**config.mk**
```make
export PLATFORM = sky130hd
export DESIGN_NAME = gpio_edge_capture_flat
export DESIGN_NICKNAME = d
export VERILOG_FILES = /design/src/rtl/gpio_pkg.sv /design/src/rtl/gpio_edge_capture_if.sv /design/src/rtl/gpio_sync.sv /design/src/rtl/gpio_edge_capture.sv /design/src/flat_wrapper.sv
export SDC_FILE = /design/constraint.sdc
export NUM_CORES = 1
export LEC_CHECK = 0
export CAP_MARGIN = 20
export CORE_ASPECT_RATIO = 0.7
export CORE_MARGIN = 2
export CORE_UTILIZATION = 40
export CTS_CLUSTER_DIAMETER = 40
export DETAILED_ROUTE_END_ITERATION = 8
export PLACE_DENSITY = 0.67
export REMOVE_ABC_BUFFERS = 1
export SYNTH_ARGS = -nofsm -noshare
export SYNTH_HDL_FRONTEND = slang
export SYNTH_HIERARCHICAL = 1
export SYNTH_SLANG_ARGS = --single-unit
```
**constraint.sdc**
```tcl
create_clock -name clk -period 2.4 [get_ports clk]
set_input_delay 0.48 -clock clk [delete_from_list [all_inputs] [get_ports clk]]
set_output_delay 0.48 -clock clk [all_outputs]
set_load 0.005 [all_outputs]
```
**src/rtl/gpio_pkg.sv**
```systemverilog
// Shared constants for the GPIO block family: register addresses and default width.
package gpio_pkg;

  localparam int GPIO_WIDTH = 32;

  localparam logic [1:0] GPIO_ADDR_LEVEL   = 2'd0;
  localparam logic [1:0] GPIO_ADDR_RISE_EN = 2'd1;
  localparam logic [1:0] GPIO_ADDR_FALL_EN = 2'd2;
  localparam logic [1:0] GPIO_ADDR_PENDING = 2'd3;

endpackage

```
**src/rtl/gpio_edge_capture_if.sv**
```systemverilog
// Register bus shared by the GPIO blocks: select, strobes, address and data.
interface gpio_edge_capture_if #(
  parameter int WIDTH = 32
);

  logic             sel;
  logic             wen;
  logic             ren;
  logic [1:0]       addr;
  logic [WIDTH-1:0] datain;
  logic [WIDTH-1:0] dataout;

  modport master (
    output sel, wen, ren, addr, datain,
    input  dataout
  );

  modport slave (
    input  sel, wen, ren, addr, datain,
    output dataout
  );

endinterface

```
**src/rtl/gpio_sync.sv**
```systemverilog
// WIDTH x SYNC_STAGES flop chain bringing asynchronous pad inputs into the clk domain.
module gpio_sync #(
  parameter int WIDTH       = 32,
  parameter int SYNC_STAGES = 2
) (
  input  logic             clk,
  input  logic             rstn,
  input  logic [WIDTH-1:0] din,
  output logic [WIDTH-1:0] dout
);

  logic [WIDTH-1:0] stage [SYNC_STAGES];

  // NOTE: every flop here, including the array, resets; a synchroniser must come out of reset at a known value.
  always_ff @(posedge clk or negedge rstn) begin
    if (!rstn) begin
      for (int i = 0; i < SYNC_STAGES; i++) stage[i] <= '0;
    end else begin
      stage[0] <= din;
      for (int i = 1; i < SYNC_STAGES; i++) stage[i] <= stage[i-1];
    end
  end

  assign dout = stage[SYNC_STAGES-1];

endmodule

```
**src/rtl/gpio_edge_capture.sv**
```systemverilog
// GPIO input front end: synchronise pads, detect enabled edges, latch them as pending, raise irq.
module gpio_edge_capture
  import gpio_pkg::*;
#(
  parameter int WIDTH       = GPIO_WIDTH,
  parameter int SYNC_STAGES = 2
) (
  input  logic             clk,
  input  logic             rstn,
  input  logic [WIDTH-1:0] pins,
  gpio_edge_capture_if.slave bus,
  output logic [WIDTH-1:0] level,
  output logic             irq
);

  localparam int                ARM_W   = $clog2(SYNC_STAGES + 2);
  localparam logic [ARM_W-1:0]  ARM_MAX = ARM_W'(SYNC_STAGES + 1);

  logic [WIDTH-1:0] prev;
  logic [WIDTH-1:0] rise_en;
  logic [WIDTH-1:0] fall_en;
  logic [WIDTH-1:0] pending;
  logic [ARM_W-1:0] arm_cnt;

  logic             armed;
  logic             wr;
  logic             rd;
  logic [WIDTH-1:0] rise;
  logic [WIDTH-1:0] fall;
  logic [WIDTH-1:0] set_mask;
  logic [WIDTH-1:0] clr_mask;
  logic [WIDTH-1:0] rdata;

  gpio_sync #(
    .WIDTH       (WIDTH),
    .SYNC_STAGES (SYNC_STAGES)
  ) u_sync (
    .clk  (clk),
    .rstn (rstn),
    .din  (pins),
    .dout (level)
  );

  assign wr    = bus.sel & bus.wen;
  assign rd    = bus.sel & bus.ren;
  assign armed = (arm_cnt == ARM_MAX);

  // Masking until the chain and prev have refilled hides the 0->1 step of a pin held high through reset.
  assign rise     = level & ~prev;
  assign fall     = ~level & prev;
  assign set_mask = armed ? ((rise & rise_en) | (fall & fall_en)) : '0;
  assign clr_mask = (wr && bus.addr == GPIO_ADDR_PENDING) ? bus.datain : '0;

  // NOTE: a default before the case keeps this purely combinational; a missed arm would infer a latch.
  always_comb begin
    rdata = '0;
    case (bus.addr)
      GPIO_ADDR_LEVEL:   rdata = level;
      GPIO_ADDR_RISE_EN: rdata = rise_en;
      GPIO_ADDR_FALL_EN: rdata = fall_en;
      GPIO_ADDR_PENDING: rdata = pending;
      default:           rdata = '0;
    endcase
  end

  // NOTE: non-blocking assignments let the read mux see pre-write values when read and write share a cycle.
  always_ff @(posedge clk or negedge rstn) begin
    if (!rstn) begin
      prev        <= '0;
      rise_en     <= '0;
      fall_en     <= '0;
      pending     <= '0;
      arm_cnt     <= '0;
      irq         <= 1'b0;
      bus.dataout <= '0;
    end else begin
      prev <= level;
      if (!armed) arm_cnt <= arm_cnt + 1'b1;

      if (wr && bus.addr == GPIO_ADDR_RISE_EN) rise_en <= bus.datain;
      if (wr && bus.addr == GPIO_ADDR_FALL_EN) fall_en <= bus.datain;

      // A new edge outranks a simultaneous write-1-to-clear.
      pending <= (pending & ~clr_mask) | set_mask;
      irq     <= |pending;

      if (rd) bus.dataout <= rdata;
    end
  end

endmodule

```
**src/flat_wrapper.sv**
```systemverilog
// flat-port wrapper written by rule: the top's interface ports become plain ports
module gpio_edge_capture_flat import gpio_pkg::*;
#(
  parameter int WIDTH       = GPIO_WIDTH,
  parameter int SYNC_STAGES = 2
)
  (clk, rstn, pins, level, irq, bus_sel, bus_wen, bus_ren, bus_addr, bus_datain, bus_dataout);
  gpio_edge_capture_if #(.WIDTH(WIDTH)) bus_i ();
  input  logic clk;
  input  logic rstn;
  input  logic [WIDTH-1:0] pins;
  output logic [WIDTH-1:0] level;
  output logic irq;
  input wire logic [$bits(bus_i.sel)-1:0] bus_sel;
  input wire logic [$bits(bus_i.wen)-1:0] bus_wen;
  input wire logic [$bits(bus_i.ren)-1:0] bus_ren;
  input wire logic [$bits(bus_i.addr)-1:0] bus_addr;
  input wire logic [$bits(bus_i.datain)-1:0] bus_datain;
  output wire logic [$bits(bus_i.dataout)-1:0] bus_dataout;
  assign bus_i.sel = bus_sel;
  assign bus_i.wen = bus_wen;
  assign bus_i.ren = bus_ren;
  assign bus_i.addr = bus_addr;
  assign bus_i.datain = bus_datain;
  assign bus_dataout = bus_i.dataout;
  gpio_edge_capture #(.WIDTH(WIDTH), .SYNC_STAGES(SYNC_STAGES)) u_core (.clk(clk), .rstn(rstn), .pins(pins), .bus(bus_i), .level(level), .irq(irq));
endmodule
```
Word-level counts from Yosys, hierarchy flattened --
Cells that the tools add are included.
Word-level totals: register bits 227, input bits 71, output and inout bits 65, logic and storage cells 34
Operators by class: add/subtract/negate cells 1, equal/unequal tests 4, muxes and demuxes 3, bitwise logic cells 12, reduce and logical (&&, ||, !) cells 5
Operator list (count):
- $and 32x32->32 | 5
- $pmux 32 s4 | 1
- $not 32->32 | 3
- $mux 32 | 2
- $or 32x32->32 | 2
- $reduce_or 32->1 | 1
- $eq 2x2->1 const B | 3
- $logic_and 1x1->1 | 3
- $add 2x1->2 const B | 1
- $and 1x1->1 | 2
- $eq 2x1->1 const B | 1
- $logic_not 2->1 | 1

Depth between registers and ports, before layout --
Gate-level depths: netlist (run 1).
depth after elaboration 6, depth in mapped cells 5, depth with buffers taken out 3

Cells and area by module --
The synthesis (run 1) kept the hierarchy.
Modules (own cells, without submodules):
- gpio_edge_capture | times used 1, cells each 565, area each 7154.4 µm², sequential area each 4078.9 µm²
- gpio_sync | times used 1, cells each 96, area each 1841.8 µm², sequential area each 1601.5 µm²

Worst setup path before layout (run 1) --
Ideal clock, no wire load.
kind input-to-reg, from input port bus_addr[1], to register u_core.bus.dataout[10], library setup time 118 ps, arrival time 1243 ps, data required time 2282 ps, path slack 1038 ps, stages on the path 5, buffers on the path 2, path through buf_4 buf_6 mux2i_1 o22ai_1 a21o_1
On the way: longest elaborated chain between the ends 2, elaborated cells on any way between the ends 5, classes of those cells eq/ne (3); mux (1); reduce/logical (1)
Ends and longest elaborated chain:
- start: declaration | RTL line flat_wrapper.sv:17 | input wire logic [$bits(bus_i.addr)-1:0] bus_addr;
- $eq 2x2->1 (tied with other cells) | RTL line gpio_edge_capture.sv:57 | case (bus.addr)
- $pmux 32 s4 (*) | RTL line gpio_edge_capture.sv:57
- end signal: assignment | RTL line gpio_edge_capture.sv:87 | if (rd) bus.dataout <= rdata;
- end: declaration | RTL line gpio_edge_capture_if.sv:20 | output dataout
Every way passes the cells marked *; elsewhere a longest branch is shown, timed or not. A chain may end at the register's enable or synchronous reset.

Final worst setup path (run 1) --
from register u_core.u_sync.stage, in the netlist u_core/u_sync/dout[26], to output port level[26]
RTL lines:
- start: declaration | RTL line gpio_sync.sv:12 | logic [WIDTH-1:0] stage [SYNC_STAGES];
- end: declaration | RTL line flat_wrapper.sv:12 | output logic [WIDTH-1:0] level;
No word-level cell between the ends.

==> results of run 1 <==
logic make-up (layout without fill, tap and decap cells):
group	after synthesis	count (layout)	share of synthesized area
AND/OR/NAND/NOR	113	113	0.0672
XOR/XNOR	1	1	0.000974
adder cells (fa/ha/maj)	1	1	0.00139
multiplexers	129	129	0.153
buffers and inverters	62	202	0.0485
flip-flops	227	227	0.631
AO/OA/AOI/OAI	128	128	0.0979
path summary, 6_finish.rpt:
path / cells past startpoint / slack [ns] / endpoint / start
setup / recovery: 1 / 0.39 / level[26] / u_core/u_sync/dout[26]
hold / removal: 0 / 0.35 / u_core/u_sync/dout[9] / u_core/u_sync/stage[41]
setup reg to reg: 3 / 0.91 / u_core/irq / u_core/pending[19]
hold reg to reg: 0 / 0.35 / u_core/u_sync/dout[9] / u_core/u_sync/stage[41]
max in group asynchronous: 3 / 1.16 / u_core/u_sync/dout[16] / rstn
min in group asynchronous: 2 / 0.52 / u_core/u_sync/stage[61] / rstn
power groups by stage:
| stage | Combinational, mW | Clock (mW) | Sequential, mW |
|---|---|---|---|
| after detailed placement | 1.37 | 0 | 4.81 |
| after floorplan | 0.640 | 0 | 4.69 |
| after global routing | 1.48 | 4.34 | 4.81 |
| after CTS | 1.38 | 4.19 | 4.74 |
| after global placement | 1.30 | 0 | 4.75 |
| final | 1.36 | 4.08 | 4.75 |
timing repair:
item | 4_1_cts | 5_1_grt
hold endpoints to repair | 67 | 0
hold buffers | 1 | 0
endpoints found under the setup margin | 0 | 0
area by class of cell:
class	count	area, sq um	area share
sequential	227	5680	0.497
multi-input combinational	372	2890	0.253
timing repair buffer	155	1590	0.140
clock buffer	36	749	0.0656
tap	282	353	0.0309
clock inverter	11	154	0.0135
metal layers:
metal | global-route usage | vias up | share of wire
met5 | 0 | - | 0.00059
met4 | 0.0471 | 2 | 0.018
met3 | 0.0472 | 34 | 0.061
met2 | 0.292 | 174 | 0.45
met1 | 0.262 | 3013 | 0.47
li1 | - | 2606 | -
state kept, by name, summed over array words and instances (netlist names):
register and cells:
u_core/bus.dataout 32, u_core/arm_cnt 2, u_core/pending 32, u_core/fall_en 32
u_core/prev 32, u_core/u_sync/stage 32, u_core/u_sync/dout 32, u_core/irq 1
u_core/rise_en 32
stage by stage:
stage / utilization / instances / worst slack, ns
2_1_floorplan: - / 599 / 0.617
3_3_place_gp: 0.480 / 1035 / 0.284
3_5_place_dp: 0.480 / 1035 / 0.227
4_1_cts: 0.521 / 1083 / 0.385
5_1_grt: 0.521 / 1083 / 0.344
6_report: 0.521 / 1083 / 0.395
layout by cell type (no fill, tap or decap), types with 8 or more instances in the layout:
cell / count
a21o_1: 32
a22o_1: 32
buf_4: 13
clkbuf_16: 27
clkdlybuf4s50_1: 133
dfrtp_1: 227
mux2_2: 65
mux2i_1: 64
nand2_1: 64
nand3b_1: 33
nor4_1: 8
o21ai_0: 32
o22ai_1: 32
==> flow_summary.json, run 1 <==
{
  "nets": 854,
  "postSynthAreaPerCell_sq_um": 13.6,
  "crit_chain": "clkdlybuf4s50_1",
  "finalSetupViolCount": 0,
  "cp_top_family": "buffers and inverters",
  "ctsResizeCount": 0,
  "slew_violations": 0,
  "seq_power_share": 0.466,
  "place_congestion": 0.781,
  "grt_overflow_total": 0,
  "clockBufferDepth": 3,
  "combPwrFrac": 0.133,
  "yosysMostFrequentCell": "dfrtp_1",
  "ir_drop_v": 0.000496,
  "place_area_sq_um": 10500,
  "drt_iter0_drc": 327,
  "synth_top_cell_by_area": "dfrtp_1",
  "die_x_um": 183,
  "cp_max_fo": 5,
  "rsz0062_at_grt": "false",
  "ys.flop_type": "dfrtp_1",
  "finish.instance_area_sq_um": 11400,
  "io_buffers": 135,
  "vias": 5829,
  "leakagePower_nw": 5.09,
  "finalClockSkew_ns": 0.0111,
  "p_int_mw": 7.70,
  "drv_cap": 0,
  "whs_ns": 0.346,
  "synth_edf_count": 0,
  "wl_per_cell_um": 20.2,
  "slew-limit-headroom": 0.615,
  "grt_max_degree": 74,
  "post_cts_buffers": 0,
  "cpPeakStageDelay_ns": 0.55,
  "crit_type": "flop to output pin",
  "post-route-period-util": 0.836,
  "synthTopCellsByCount": "227 x dfrtp_1, 65 x mux2_2, 65 x nand2_1",
  "grt_pass1_wl_mm": 34.4,
  "antenna_cells": 0,
  "arrival_ns": 1.53,
  "p_sw_mw": 2.49,
  "hold_class": "flop to flop",
  "tns_ns": 0,
  "yosys_register_bits": 227,
  "grt_util_all_layers": 0.186,
  "outcome": "finished clean",
  "crit_path_end_kind": "output pin",
  "htree_levels": 1,
  "drtPass1Iterations": 4,
  "synth.cell_area_sq_um": 9000,
  "cp.required_ns": 1.92,
  "cp-start-kind": "flop",
  "cts_tree": "yes",
  "fill_cells": 1838,
  "via_per_inst": 5.38,
  "dieHeight_um": 129,
  "grt_pass1_vias": 6304,
  "clkSlewWorstSetupHoldPaths_ns": 0.06,
  "final_antenna_net_count": 0,
  "worstMarginPinSlew_ns": 0.578,
  "yosys_warnings": 6,
  "final_layout_size_suffix_gt1_frac": 0.169,
  "clkPwrFrac": 0.400,
  "root_buffer": "clkbuf_16",
  "dieArea_sq_um": 23700,
  "area_growth_pct": 27.0,
  "clock_sinks": 227,
  "seq_area_frac_synth": 0.631,
  "cts_buffers": 26,
  "min_period_ns": 2.01,
  "slowest_stage": "clkdlybuf4s50_1",
  "finalHoldViolations": 0,
  "ys_async_sr_fraction": 1.00,
  "clk_latency_ns": 0.52,
  "power_mw": 10.2,
  "core-area_sq_um": 21900,
  "synth_cells": 661,
  "yosys-top-cells-area": "dfrtp_1 63%, mux2_2 8.1%, mux2i_1 7.1%, a22o_1 3.1%, buf_4 2.8%",
  "wl_mm": 21.9,
  "synth_top_area_frac": 0.631,
  "grt_antenna_before_repair": 1,
  "dpl.hpwl_mm": 14.3,
  "cellPowerDensity_nw_per_um2": 893,
  "netSwitchingFraction": 0.244,
  "initial_core_util": 0.411,
  "netlist-cell-type-count": 21,
  "rows": 45,
  "crit_buf_inv": 1,
  "io_pins": 136,
  "timing.fmax_mhz": 499,
  "drc_errors": 0
}
No activity file was read; power rests on OpenSTA's default activity.
==> run 2: changes to the inputs <==
Settings changed: PLACE_DENSITY 0.67 to 0.69.
Clock period 2.4 ns to 1.8 ns, I/O delays scaled along.
==> flow_summary.json, run 2 (synthesized netlist as in run 1, its figures left out) <==
{
  "outcome": "finished clean",
  "min_period_ns": 1.76,
  "clockBufferDepth": 3,
  "final_antenna_net_count": 0,
  "rrSetupSlack_ns": 0.36,
  "crit-reg2reg-capture": "u_core/irq",
  "slew-limit-headroom": 0.708,
  "cts_buffers": 27,
  "hp-start": "pins[25]",
  "final_cell_mix": "226 x dfrtp_1, 111 x clkdlybuf4s50_1, 65 x mux2_2",
  "worstMarginPinSlew_ns": 0.434,
  "finalSetupViolCount": 0,
  "grt_pass1_vias": 6006,
  "drc_errors": 0,
  "cp_top_family": "buffers and inverters",
  "fill_cells": 1814,
  "crit_type": "flop to output pin",
  "hold_end": "u_core/u_sync/stage[57]",
  "root_buffer": "clkbuf_16",
  "wl_mm": 20.6,
  "slew_violations": 0,
  "crit_chain": "clkdlybuf4s50_1",
  "grt_overflow_total": 0,
  "dieHeight_um": 129,
  "cp_max_fo": 2,
  "hold_depth": 1,
  "cellPowerDensity_nw_per_um2": 1160,
  "clkSlewWorstSetupHoldPaths_ns": 0.06,
  "timing.fmax_mhz": 567,
  "cts_tree": "yes",
  "drtPass1Iterations": 5,
  "htree_levels": 1,
  "power_mw": 13.7,
  "core-area_sq_um": 21900,
  "tns_ns": 0,
  "grt_util_all_layers": 0.179,
  "place_congestion": 0.743,
  "drt_iter0_drc": 452,
  "post-route-period-util": 0.980,
  "layout_commonest_cell": "dfrtp_1",
  "ir_drop_v": 0.000706,
  "grt_max_degree": 65,
  "slowest_stage": "clkdlybuf4s50_1",
  "dieArea_sq_um": 23700,
  "arrival_ns": 1.40,
  "worstRegToRegCells": 3,
  "crit_path_end_kind": "output pin",
  "cp-start-kind": "flop",
  "rsz0062_at_grt": "false",
  "area_growth_pct": 31.5,
  "vias": 5836,
  "grt_pass1_wl_mm": 33.4,
  "io_buffers": 135,
  "initial_core_util": 0.411,
  "rows": 45,
  "via_per_inst": 5.19,
  "grt_antenna_before_repair": 2,
  "clock_sinks": 227,
  "clk_latency_ns": 0.53,
  "die_x_um": 183,
  "cp.required_ns": 1.44,
  "finalHoldViolations": 0,
  "hold_class": "input port to flop",
  "dpl.hpwl_mm": 13.9,
  "leakagePower_nw": 5.45,
  "wl_per_cell_um": 18.3,
  "drv_cap": 0,
  "finalClockSkew_ns": 0.0192,
  "io_pins": 136,
  "cpPeakStageDelay_ns": 0.51,
  "reg2reg_from": "u_core/pending[24]",
  "nets": 892,
  "crit_buf_inv": 1,
  "final_layout_size_suffix_gt1_frac": 0.212
}
-- run 2: layout make-up --
class                   instances  area [sq um]  area share
flip-flops and latches        227          5680       0.480
well taps                     282           353      0.0298
multi-input cells             372          2890       0.244
clock buffers                  33           728      0.0615
repair buffers                192          1970       0.167
diodes                          1          2.50    0.000211
clock inverters                17           204      0.0172
-- run 2: layer usage --
layer / GRT usage / vias to the layer above / wire, um / share of wire
li1: - / 2697 / - / -
met1: 0.275 / 2946 / 10500 / 0.51
met4: 0.0372 / 2 / 303 / 0.015
met5: 0 / - / 11 / 0.00053
met3: 0.0444 / 28 / 1240 / 0.060
met2: 0.256 / 163 / 8490 / 0.41
-- run 2: worst max path at each step --
stage | from | end | slack, ns | depth (start not counted)
floorplan | bus_addr[0] | u_core/fall_en[0] | 0.14 | 2
CTS | u_core/bus.dataout[25] | bus_dataout[25] | 0.002 | 1
detailed placement | bus_sel | u_core/bus.dataout[23] | -0.08 | 5
global placement | bus_sel | u_core/bus.dataout[23] | -0.04 | 5
finish | u_core/u_sync/dout[1] | level[1] | 0.04 | 1
global route | u_core/u_sync/dout[22] | level[22] | 0.001 | 1
-- run 2: repair_timing --
| item | CTS | global route |
|---|---|---|
| gates resized for setup | 12 | 11 |
| buffers inserted | 29 | 3 |
| hold buffers | 1 | 0 |
| setup endpoints to repair | 37 | 12 |
| hold endpoints to repair | 37 | 0 |
-- run 2: stage by stage --
stage	instance area [sq um]	cells	hold slack [ns]	utilization	setup slack [ns]
global placement	10600	1040	0.272	0.485	-0.0417
global route	11800	1123	0.247	0.540	0.00103
detailed placement	10600	1040	0.274	0.485	-0.0780
finish	11800	1124	0.258	0.540	0.0357
CTS	11800	1120	0.240	0.538	0.00216
floorplan	8560	599	0.0644	-	0.137
-- run 2: worst reg2reg max path, stage by stage (launching register included) --
cell and delay, ns:
dfrtp_1 0.40, nor4_1 0.41, nand4_1 0.20, or2_2 0.33
-- run 2: power breakdown --
part           leakage (nW)  total [mW]  internal (mW)  switching (mW)
Clock                 0.455        5.57           3.37            2.20
Combinational          2.39        1.87           1.17           0.708
Sequential             2.61        6.29           5.80           0.493
==> run 3: changes to the inputs <==
Settings changed: PLACE_DENSITY 0.69 to 0.67.
Clock period 1.8 ns to 2.11 ns, I/O delays scaled along.
==> flow_summary.json, run 3 (synthesized netlist as in run 1, its figures left out) <==
{
  "outcome": "finished clean",
  "drc_errors": 0,
  "core-area_sq_um": 21900,
  "cp_max_fo": 5,
  "wl_per_cell_um": 20.0,
  "whs_ns": 0.340,
  "timing.fmax_mhz": 507,
  "via_per_inst": 5.38,
  "leakagePower_nw": 5.14,
  "cp_top_family": "buffers and inverters",
  "final_antenna_net_count": 0,
  "rsz0062_at_grt": "false",
  "slew_violations": 0,
  "clockBufferDepth": 3,
  "cts_buffers": 27,
  "place_congestion": 0.769,
  "slowest_stage": "clkdlybuf4s50_1",
  "cpPeakStageDelay_ns": 0.60,
  "hold_class": "input port to flop",
  "finalSetupViolCount": 0,
  "drt_iter0_drc": 350,
  "initial_core_util": 0.411,
  "htree_levels": 1,
  "clock_sinks": 227,
  "nets": 852,
  "grt_antenna_before_repair": 1,
  "final_layout_size_suffix_gt1_frac": 0.174,
  "tns_ns": 0,
  "worstMarginPinSlew_ns": 0.504,
  "final_cell_mix": "227 x dfrtp_1, 133 x clkdlybuf4s50_1, 65 x mux2_2",
  "grt_pass1_vias": 6339,
  "rows": 45,
  "min_period_ns": 1.97,
  "slew-limit-headroom": 0.661,
  "rrSetupSlack_ns": 0.56,
  "cts_tree": "yes",
  "io_pins": 136,
  "cp.required_ns": 1.69,
  "ir_drop_v": 0.000555,
  "grt_pass1_wl_mm": 34.2,
  "vias": 5836,
  "clk_latency_ns": 0.52,
  "crit_buf_inv": 1,
  "io_buffers": 135,
  "drtPass1Iterations": 5,
  "dpl.hpwl_mm": 14.0,
  "drv_cap": 0,
  "grt_overflow_total": 0,
  "wl_mm": 21.7,
  "grt_util_all_layers": 0.185,
  "grt_max_degree": 65,
  "die_x_um": 183,
  "dieArea_sq_um": 23700,
  "crit_path_end_kind": "output pin",
  "finalHoldViolations": 0,
  "clkSlewWorstSetupHoldPaths_ns": 0.06,
  "arrival_ns": 1.55,
  "post-route-period-util": 0.934,
  "finalClockSkew_ns": 0.00734,
  "cellPowerDensity_nw_per_um2": 1050,
  "dieHeight_um": 129,
  "cp-start-kind": "flop",
  "crit_type": "flop to output pin",
  "root_buffer": "clkbuf_16",
  "ctsResizeCount": 0,
  "area_growth_pct": 28.2,
  "layout_commonest_cell": "dfrtp_1",
  "crit_chain": "clkdlybuf4s50_1"
}
-- run 3: cell types whose count changed in the layout (fill, tap and decap cells not counted), moves of 5 or more --
cell,delta
buf_4,-35
clkdlybuf4s50_1,+22
dlygate4sd2_1,-11
dlymetal6s2s_1,-11
buf_12,-5
-- run 3: timing repair --
item,4_1_cts,5_1_grt
buffers inserted,0,0
setup endpoints to repair,0,0
hold buffers,1,0
hold endpoints to repair,59,0
-- run 3: routing by layer --
layer,wire length (um),part of all wire,global-route usage
met1,9910,0.46,0.255
met5,0,0,0
met3,1440,0.066,0.0419
met2,9870,0.46,0.293
met4,469,0.022,0.0579
-- run 3: report_power, final --
part	total, mW	switching, mW	leakage, nW	internal, mW
clock	5.13	1.86	0.491	3.28
combinational	1.54	0.583	2.04	0.955
sequential	5.40	0.453	2.61	4.94
-- run 3: layout make-up --
type                            count  area [sq um]
Fill cell                        1772         10400
Timing Repair Buffer              152          1600
Sequential cell                   227          5680
Antenna cell                        2          5.00
Tap cell                          282           353
Multi-Input combinational cell    372          2890
Clock buffer                       32           744
Clock inverter                     17           267
-- run 3: through the flow --
| stage | setup WS, ns | util | area, sq um | total power, mW | cells |
|---|---|---|---|---|---|
| 3_3_place_gp | 0.181 | 0.480 | 10500 | 6.87 | 1032 |
| 4_1_cts | 0.142 | 0.526 | 11500 | 12.2 | 1082 |
| 5_1_grt | 0.0704 | 0.526 | 11500 | 12.6 | 1082 |
| 6_report | 0.138 | 0.527 | 11500 | 12.1 | 1084 |
| 3_5_place_dp | 0.135 | 0.480 | 10500 | 7.01 | 1032 |
| 2_1_floorplan | 0.385 | - | 8560 | 6.07 | 599 |
-- run 3: path summary, 6_finish.rpt --
path                                         start                 endpoint  cells after the start
min in group asynchronous                     rstn   u_core/bus.dataout[12]                      2
setup reg to reg                u_core/pending[19]               u_core/irq                      3
setup / recovery            u_core/u_sync/dout[14]                level[14]                      1
hold reg to reg            u_core/u_sync/stage[45]   u_core/u_sync/dout[13]                      0
hold / removal                             pins[0]  u_core/u_sync/stage[32]                      1
max in group asynchronous                     rstn  u_core/u_sync/stage[54]                      3
